`src/rtl/alu_mdu.sv`:
```
// EX-stage ALU with valid/ready handshake and iterative unsigned mul/div.
// Single-cycle ops finish in one edge; MULU/DIVU take WIDTH edges.
module alu_mdu #(
   parameter int WIDTH = 32,
   parameter int SHW   = $clog2(WIDTH)
) (
   input  logic             clk,
   input  logic             rst_n,
   input  logic             in_valid,
   output logic             in_ready,
   input  logic [3:0]       op,
   input  logic [WIDTH-1:0] a,
   input  logic [WIDTH-1:0] b,
   output logic             out_valid,
   input  logic             out_ready,
   output logic [WIDTH-1:0] result,
   output logic [WIDTH-1:0] result_hi,
   output logic             zero,
   output logic             ovf,
   output logic             dz,
   output logic             err,
   output logic             busy
);

   typedef enum logic [1:0] {S_IDLE, S_MUL, S_DIV} state_t;

   state_t           state, state_nx;
   logic [SHW-1:0]   cnt;
   logic [WIDTH-1:0] opd, hi, lo;

   logic             accept, go_mul, go_div, last, done, ld_single;
   logic [SHW-1:0]   sh;
   logic [WIDTH-1:0] sum, dif;
   logic [WIDTH-1:0] alu_res, alu_hi;
   logic             alu_zero, alu_ovf, alu_dz, alu_err;
   logic [WIDTH:0]   mul_sum, div_sh, div_df;
   logic             div_ok;
   logic [WIDTH-1:0] step_hi, step_lo;

   assign busy     = (state != S_IDLE);
   assign in_ready = (state == S_IDLE) && (!out_valid || out_ready);
   assign accept   = in_valid && in_ready;
   assign go_mul   = accept && (op == 4'hC);
   assign go_div   = accept && (op == 4'hD) && (b != '0);
   assign last     = (cnt == '0);
   assign done     = busy && last;
   assign ld_single = accept && !go_mul && !go_div;

   always_ff @(posedge clk or negedge rst_n) begin
      if (!rst_n) state <= S_IDLE;
      else        state <= state_nx;
   end

   always_comb begin
      state_nx = state;
      unique case (state)
         S_IDLE: begin
            unique case (1'b1)
               go_mul:  state_nx = S_MUL;
               go_div:  state_nx = S_DIV;
               default: state_nx = S_IDLE;
            endcase
         end
         S_MUL, S_DIV: if (last) state_nx = S_IDLE;
         default: state_nx = S_IDLE;
      endcase
   end

   assign sh  = b[SHW-1:0];
   assign sum = a + b;
   assign dif = a - b;

   always_comb begin
      alu_res = '0;
      alu_hi  = '0;
      alu_ovf = 1'b0;
      alu_dz  = 1'b0;
      alu_err = 1'b0;
      unique case (op)
         4'h0: begin
            alu_res = sum;
            alu_ovf = (a[WIDTH-1] == b[WIDTH-1]) && (sum[WIDTH-1] != a[WIDTH-1]);
         end
         4'h1: begin
            alu_res = dif;
            alu_ovf = (a[WIDTH-1] != b[WIDTH-1]) && (dif[WIDTH-1] != a[WIDTH-1]);
         end
         4'h2: alu_res = a | b;
         4'h3: alu_res = a & b;
         4'h4: alu_res = a;
         4'h5: alu_res = a ^ b;
         4'h6: alu_res = ~(a | b);
         4'h7: alu_res = {{(WIDTH-1){1'b0}}, $signed(a) < $signed(b)};
         4'h8: alu_res = {{(WIDTH-1){1'b0}}, a < b};
         4'h9: alu_res = a << sh;
         4'hA: alu_res = a >> sh;
         4'hB: alu_res = $unsigned($signed(a) >>> sh);
         4'hD: begin
            alu_res = '1;
            alu_hi  = a;
            alu_dz  = 1'b1;
         end
         default: alu_err = 1'b1;
      endcase
      alu_zero = (op == 4'h4) ? (a == b) : (alu_res == '0);
   end

   // hi:lo is product/multiplier for MUL, remainder/dividend-quotient for DIV
   always_comb begin
      mul_sum = {1'b0, hi} + (lo[0] ? {1'b0, opd} : '0);
      div_sh  = {hi, lo[WIDTH-1]};
      div_df  = div_sh - {1'b0, opd};
      div_ok  = !div_df[WIDTH];
      if (state == S_MUL) begin
         step_hi = mul_sum[WIDTH:1];
         step_lo = {mul_sum[0], lo[WIDTH-1:1]};
      end else begin
         step_hi = div_ok ? div_df[WIDTH-1:0] : div_sh[WIDTH-1:0];
         step_lo = {lo[WIDTH-2:0], div_ok};
      end
   end

   always_ff @(posedge clk or negedge rst_n) begin
      if (!rst_n) begin
         cnt       <= '0;
         opd       <= '0;
         hi        <= '0;
         lo        <= '0;
         out_valid <= 1'b0;
         result    <= '0;
         result_hi <= '0;
         zero      <= 1'b0;
         ovf       <= 1'b0;
         dz        <= 1'b0;
         err       <= 1'b0;
      end else begin
         if (go_mul || go_div) begin
            cnt <= SHW'(WIDTH - 1);
            opd <= go_mul ? a : b;
            hi  <= '0;
            lo  <= go_mul ? b : a;
         end else if (busy) begin
            cnt <= last ? cnt : cnt - 1'b1;
            hi  <= step_hi;
            lo  <= step_lo;
         end
         if (ld_single) begin
            out_valid <= 1'b1;
            result    <= alu_res;
            result_hi <= alu_hi;
            zero      <= alu_zero;
            ovf       <= alu_ovf;
            dz        <= alu_dz;
            err       <= alu_err;
         end else if (done) begin
            out_valid <= 1'b1;
            result    <= step_lo;
            result_hi <= step_hi;
            zero      <= (step_lo == '0);
            ovf       <= 1'b0;
            dz        <= 1'b0;
            err       <= 1'b0;
         end else if (out_ready) begin
            out_valid <= 1'b0;
         end
      end
   end

endmodule

```
`config.mk`:
```
export PLATFORM = sky130hd
export DESIGN_NAME = alu_mdu
export DESIGN_NICKNAME = d
export VERILOG_FILES = /design/src/rtl/alu_mdu.sv
export SDC_FILE = /design/constraint.sdc
export NUM_CORES = 1
export LEC_CHECK = 0
export BUFFER_PORTS_ARGS = -buffer_cell sky130_fd_sc_hd__buf_2
export CORE_ASPECT_RATIO = 0.5
export CORE_MARGIN = 3
export CORE_UTILIZATION = 30
export CTS_CLUSTER_SIZE = 28
export DETAILED_ROUTE_END_ITERATION = 7
export GPL_TIMING_DRIVEN = 0
export PLACE_DENSITY = 0.43
export SLEW_MARGIN = 20
export SYNTH_ARGS = -nofsm -noshare
export SYNTH_HDL_FRONTEND = slang
export SYNTH_SLANG_ARGS = --single-unit
```
`constraint.sdc`:
```
create_clock -name clk -period 7.4 [get_ports clk]
set_input_delay 1.48 -clock clk [delete_from_list [all_inputs] [get_ports clk]]
set_output_delay 1.48 -clock clk [all_outputs]
set_load 0.02 [all_outputs]
```
======== Word-level counts from Yosys, hierarchy flattened ========
Index checks and enable logic that the tools add are counted.
operators by class
  bitwise operators ....................... 4
  shift operators ......................... 3
  magnitude comparators ................... 2
  mux-type cells .......................... 35
  $add $sub $neg .......................... 5
  reductions and logical operators ........ 29
  equal/unequal tests ..................... 22
operators by type and width
  operator                                                         count
  32-bit 2-to-1 mux                                                15
  32-bit one-hot mux with 13 select lines                          1
  32-bit logical NOT                                               2
  32-bit < comparator                                              2
  32-bit by 32-bit adder with 33-bit output                        1
  33-bit by 32-bit subtractor with 33-bit output                   1
  32-bit adder                                                     1
  32-bit AND                                                       1
  32-bit == test                                                   1
  32-bit inverter                                                  1
  32-bit bitwise OR                                                1
  32-bit nonzero test                                              1
  32-bit by 5-bit << shifter with 32-bit output                    1
  32-bit by 5-bit >> shifter with 32-bit output                    1
  32-bit by 5-bit >>> shifter with 32-bit output                   1
  32-bit subtractor                                                1
  32-bit bitwise XOR                                               1
  4-bit == test, second input constant                             6
  4-bit by 3-bit == test with 1-bit output, second input constant  4
  5-bit 2-to-1 mux                                                 3
  13-bit OR reduction                                              1
  1-bit 2-to-1 mux                                                 12
  1-bit logical AND                                                10
  4-bit by 2-bit == test with 1-bit output, second input constant  2
  other kinds (20)                                                 29
storage, ports and cells
  flip-flop bits (word level) ............. 172
  logic and storage cells ................. 112
  input bits .............................. 72

======== Depth between registers and ports, before layout ========
  depth after elaboration ................. 9
  gate-level depth with buffers ........... 19

======== Worst setup path after synthesis ========
OpenSTA, ideal clock, no wires.
  path type ............................... input -> register
  start ................................... input b[3]
  end ..................................... register zero
  data arrival time ....................... 5.373 ns
  cell stages on the path ................. 18
  required time ........................... 7.331 ns
  setup slack ............................. 1.958 ns
  path buffers ............................ 4
  setup time .............................. 0.069 ns
  cells stage by stage .................... clkbuf_1 inv_2 buf_1 buf_1 ha_1 clkbuf_1 nor2_1 a2111oi_0 or4_1 o211ai_1 a211oi_1 o31a_1 a221o_1 a2111oi_0 nand4_1 nor4_1 nand2_1 nand3_1
between the ends
  word-level cells in the longest chain between the ends .. 6
  elaborated cells on any way between the ends .. 21
ends and longest elaborated chain
  what                                                                       line  RTL
  start, declared                                                            13    input logic [WIDTH-1:0] b,
  parallel branches: the longest is 6 deep, another holds 32-bit subtractor  --
  end signal, assigned                                                       151   zero <= alu_zero;
  end signal, assigned                                                       159   zero <= (step_lo == '0);
  end, declared                                                              18    output logic zero,
Parallel ways; which one is timed is not known.
A chain may end at the register's enable or synchronous reset.

======== Worst setup path in the final report ========
  start ................................... input b[2]
  end ..................................... register zero
Same word-level chain as after synthesis.

==> flow_metrics.tcl <==
set metrics [dict create \
    status "complete, but fails checks" \
    violations "design-rule violations" \
    ir_worst_vdd_mv 0.153 \
    final_common_cell "nand2_1" \
    ys_seq_area_frac 0.191 \
    cts_tree "done" \
    routed_wirelength_mm 140 \
    end_kind "flop" \
    synth_seq_cells 172 \
    vias_per_cell 6.41 \
    ctsRootBufferMaster "clkbuf_16" \
    rows 70 \
    critPathLaunchType "input pin" \
    nNetsFinal 3354 \
    drive_gt1_frac 0.106 \
    die_h_um 200 \
    grtUsageTotal 0.343 \
    cts_setup_buffers 0 \
    io_pins 143 \
    synth.distinct_cells 90 \
    wire_per_inst_um 33.9 \
    dieArea_sq_um 78600 \
    maxCapViolCount 0 \
    num_vias 26400 \
    fin_tns_setup_ns 0 \
    synth_edf_count 0 \
    slew-limit-headroom 0.0715 \
    grt_pass1_vias 24900 \
    setup_viol 0 \
    cts.path.max_buffers 2 \
    gp_congestion 1.03 \
    grt_overflow 0 \
    synth_top_family_by_area "compound AO/OA/AOI/OAI gates" \
    start_util 0.306 \
    cts.sinks 172 \
    cp_max_fo 11 \
    final_util 0.343 \
    power_density_nw_per_um2 263 \
    route.detailed.drc 4 \
    clock_latency_ns 0.46 \
    hold_viol_final 0 \
    core_area_sq_um 73700 \
    synthFlopType "dfrtp_1" \
    htreeDepth 4 \
    first_pass_iters 8 \
    area_delta_synth_final_pct 12.2 \
    drt.antenna.violating_nets 0 \
    synth-simple-area-share 0.203 \
    grt_max_degree 86 \
    syn_area_per_cell_sq_um 7.68 \
    period_minus_slack_ns 7.28 \
    synthArstFlopShare 1.00 \
    synth_compound_area_frac 0.285 \
    hold_slack_ns 0.494 \
    fillers 8074 \
    antenna_found_initial 6 \
    final_cell_mix "317 x nand2_1, 229 x a21oi_1, 187 x clkbuf_1, 180 x ha_1, 177 x nand3_1" \
    cp.required_ns 7.79 \
    worst_slew_pin_slew_ns 1.38 \
    fmax_mhz 137 \
    muxShareOfSynthArea 0.119 \
    synthAdderAreaFrac 0.104 \
    rsz0062_at_grt "no" \
    skew_ns 0.0124 \
    fp.dieW_um 394 \
    synth_area_sq_um 22500 \
    cellLeakagePower_nw 10.8 \
    cp.arrival_ns 7.66 \
    synthXorXnorAreaFrac 0.0268 \
    period_share 0.983 \
    place_hpwl_mm 112 \
    hold_start "result[6]" \
    grt_first_pass_wirelength_mm 194 \
    crit_start "b[2]" \
    io_buffers 141 \
    numCtsBuffers 17 \
    yosysWarnings 0 \
    syn_inst 2934 \
    syn-num-nets 3190 \
    timing.rr.start "lo[31]" \
    critical_path_class "input pin to flop" \
    cts.reportedPaths.clkPinSlew_ns 0.07 \
    report.final.slew_viol_count 0 \
    drtIter0Drc 3454 \
    hp-class "flop to flop" \
]
## layout make-up
class | count | area, sq um | area share
diodes | 3 | 7.51 | 0.000297
inverters | 157 | 589 | 0.0233
well taps | 1008 | 1260 | 0.0499
clock inverters | 11 | 109 | 0.00431
clock buffers | 21 | 480 | 0.0190
repair buffers | 148 | 806 | 0.0319
plain buffers | 246 | 1020 | 0.0404
multi-input cells | 2356 | 16700 | 0.661
flip-flops and latches | 172 | 4300 | 0.170
## routing by layer
layer  global-route usage  part of all wire  routed length, um  vias up
met1                0.473              0.44              61800    13400
met4               0.0954             0.029               4110        7
met5               0.0150            0.0014                189        -
li1                     -                 -                  -    11300
met2                0.521              0.42              59100     1512
met3               0.0992              0.11              14700      239
## registers in the layout, summed over array words and instances (netlist names), 2 cells and up
name and cells:
cnt 5, hi 32, lo 32, opd 32, result 32, result_hi 32, state 2
## through the flow
stage          std cells  setup slack (ns)  cell area [sq um]  total power [mW]
2_1_floorplan       2934              1.96              22500              4.12
4_1_cts             4121            0.0434              25300              6.55
3_3_place_gp        4083             -1.45              24500              5.57
3_5_place_dp        4090             -1.15              24700              5.56
6_report            4122             0.123              25300              6.64
5_1_grt             4119             0.110              25300              7.03
## cell families after synthesis
kind of cell / count (synthesis)
buffers and inverters: 406
AOI/OAI and AO/OA: 947
adders and majority gates: 184
muxes: 196
and+or+nand+nor: 960
xor gates and xnor gates: 69
DFF: 172
## timing repair
| item | CTS | global route |
|---|---|---|
| setup endpoints to repair | 4 | 2 |
| gates resized for setup | 5 | 5 |
| hold buffers | 0 | 0 |
## Yosys cell counts (all sizes together), types with 7 or more instances
cell type  count  area share
nand2        317       0.053
a21oi        229       0.051
o21ai        196       0.044
clkbuf       190       0.032
ha           180        0.10
nand3        177       0.039
dfrtp        172        0.19
nor2         165       0.027
inv          156       0.026
mux2i        125       0.056
nor3          67       0.015
buf           59       0.014
mux4          56       0.056
a21o          46       0.015
and2          43       0.012
xnor2         43       0.017
o211ai        41       0.014
a211oi        39       0.013
nor4          34      0.0094
a31oi         33      0.0092
o221ai        33       0.013
a221o         31       0.014
nor2b         30      0.0083
nand4         28      0.0078
nand2b        27      0.0075
o22ai         26      0.0072
xor2          26       0.010
o31ai         25      0.0083
o21a          23      0.0077
o21bai        23      0.0077
o311ai        18      0.0070
a22oi         17      0.0057
a32o          17      0.0076
mux2          15      0.0075
a221oi        14      0.0054
a311oi        14      0.0054
and3          14      0.0039
o31a          13      0.0051
or3           12      0.0033
a2111oi       10      0.0047
or2           10      0.0028
a211o          9      0.0035
a22o           9      0.0035
a21boi         7      0.0023
o32ai          7      0.0027
## report_power, final
part	switching, mW	internal (mW)	leakage (nW)
logic	2.71	1.45	8.28
registers	0.333	1.19	2.20
clock network	0.451	0.505	0.290
total	3.49	3.15	10.8
## final timing paths
check                                end  slack, ns  cells past startpoint
max                                 zero       0.12                     19
max reg2reg                result_hi[25]       2.15                     15
max in group asynchronous      result[2]       5.44                      3
min in group asynchronous         hi[20]       0.82                      1
min                            result[6]       0.49                      2
min reg2reg                    result[6]       0.49                      2
## critical path, cell delays in order
cell and delay [ns]:
buf_2 0.11, buf_2 0.19, inv_1 0.11, clkbuf_1 0.71, clkbuf_2 0.49, ha_1 0.31, clkbuf_1 0.26, o21ai_0 0.29
a2111oi_2 0.12, o311ai_0 0.60, nand2_1 0.25, a31oi_1 0.61, o21ai_0 0.30, mux2i_1 0.28, o31ai_1 0.12, a311oi_1 0.57
nor4bb_1 0.47, nand2_1 0.23, nand3_1 0.11
No activity file was read; power rests on OpenSTA's default activity.
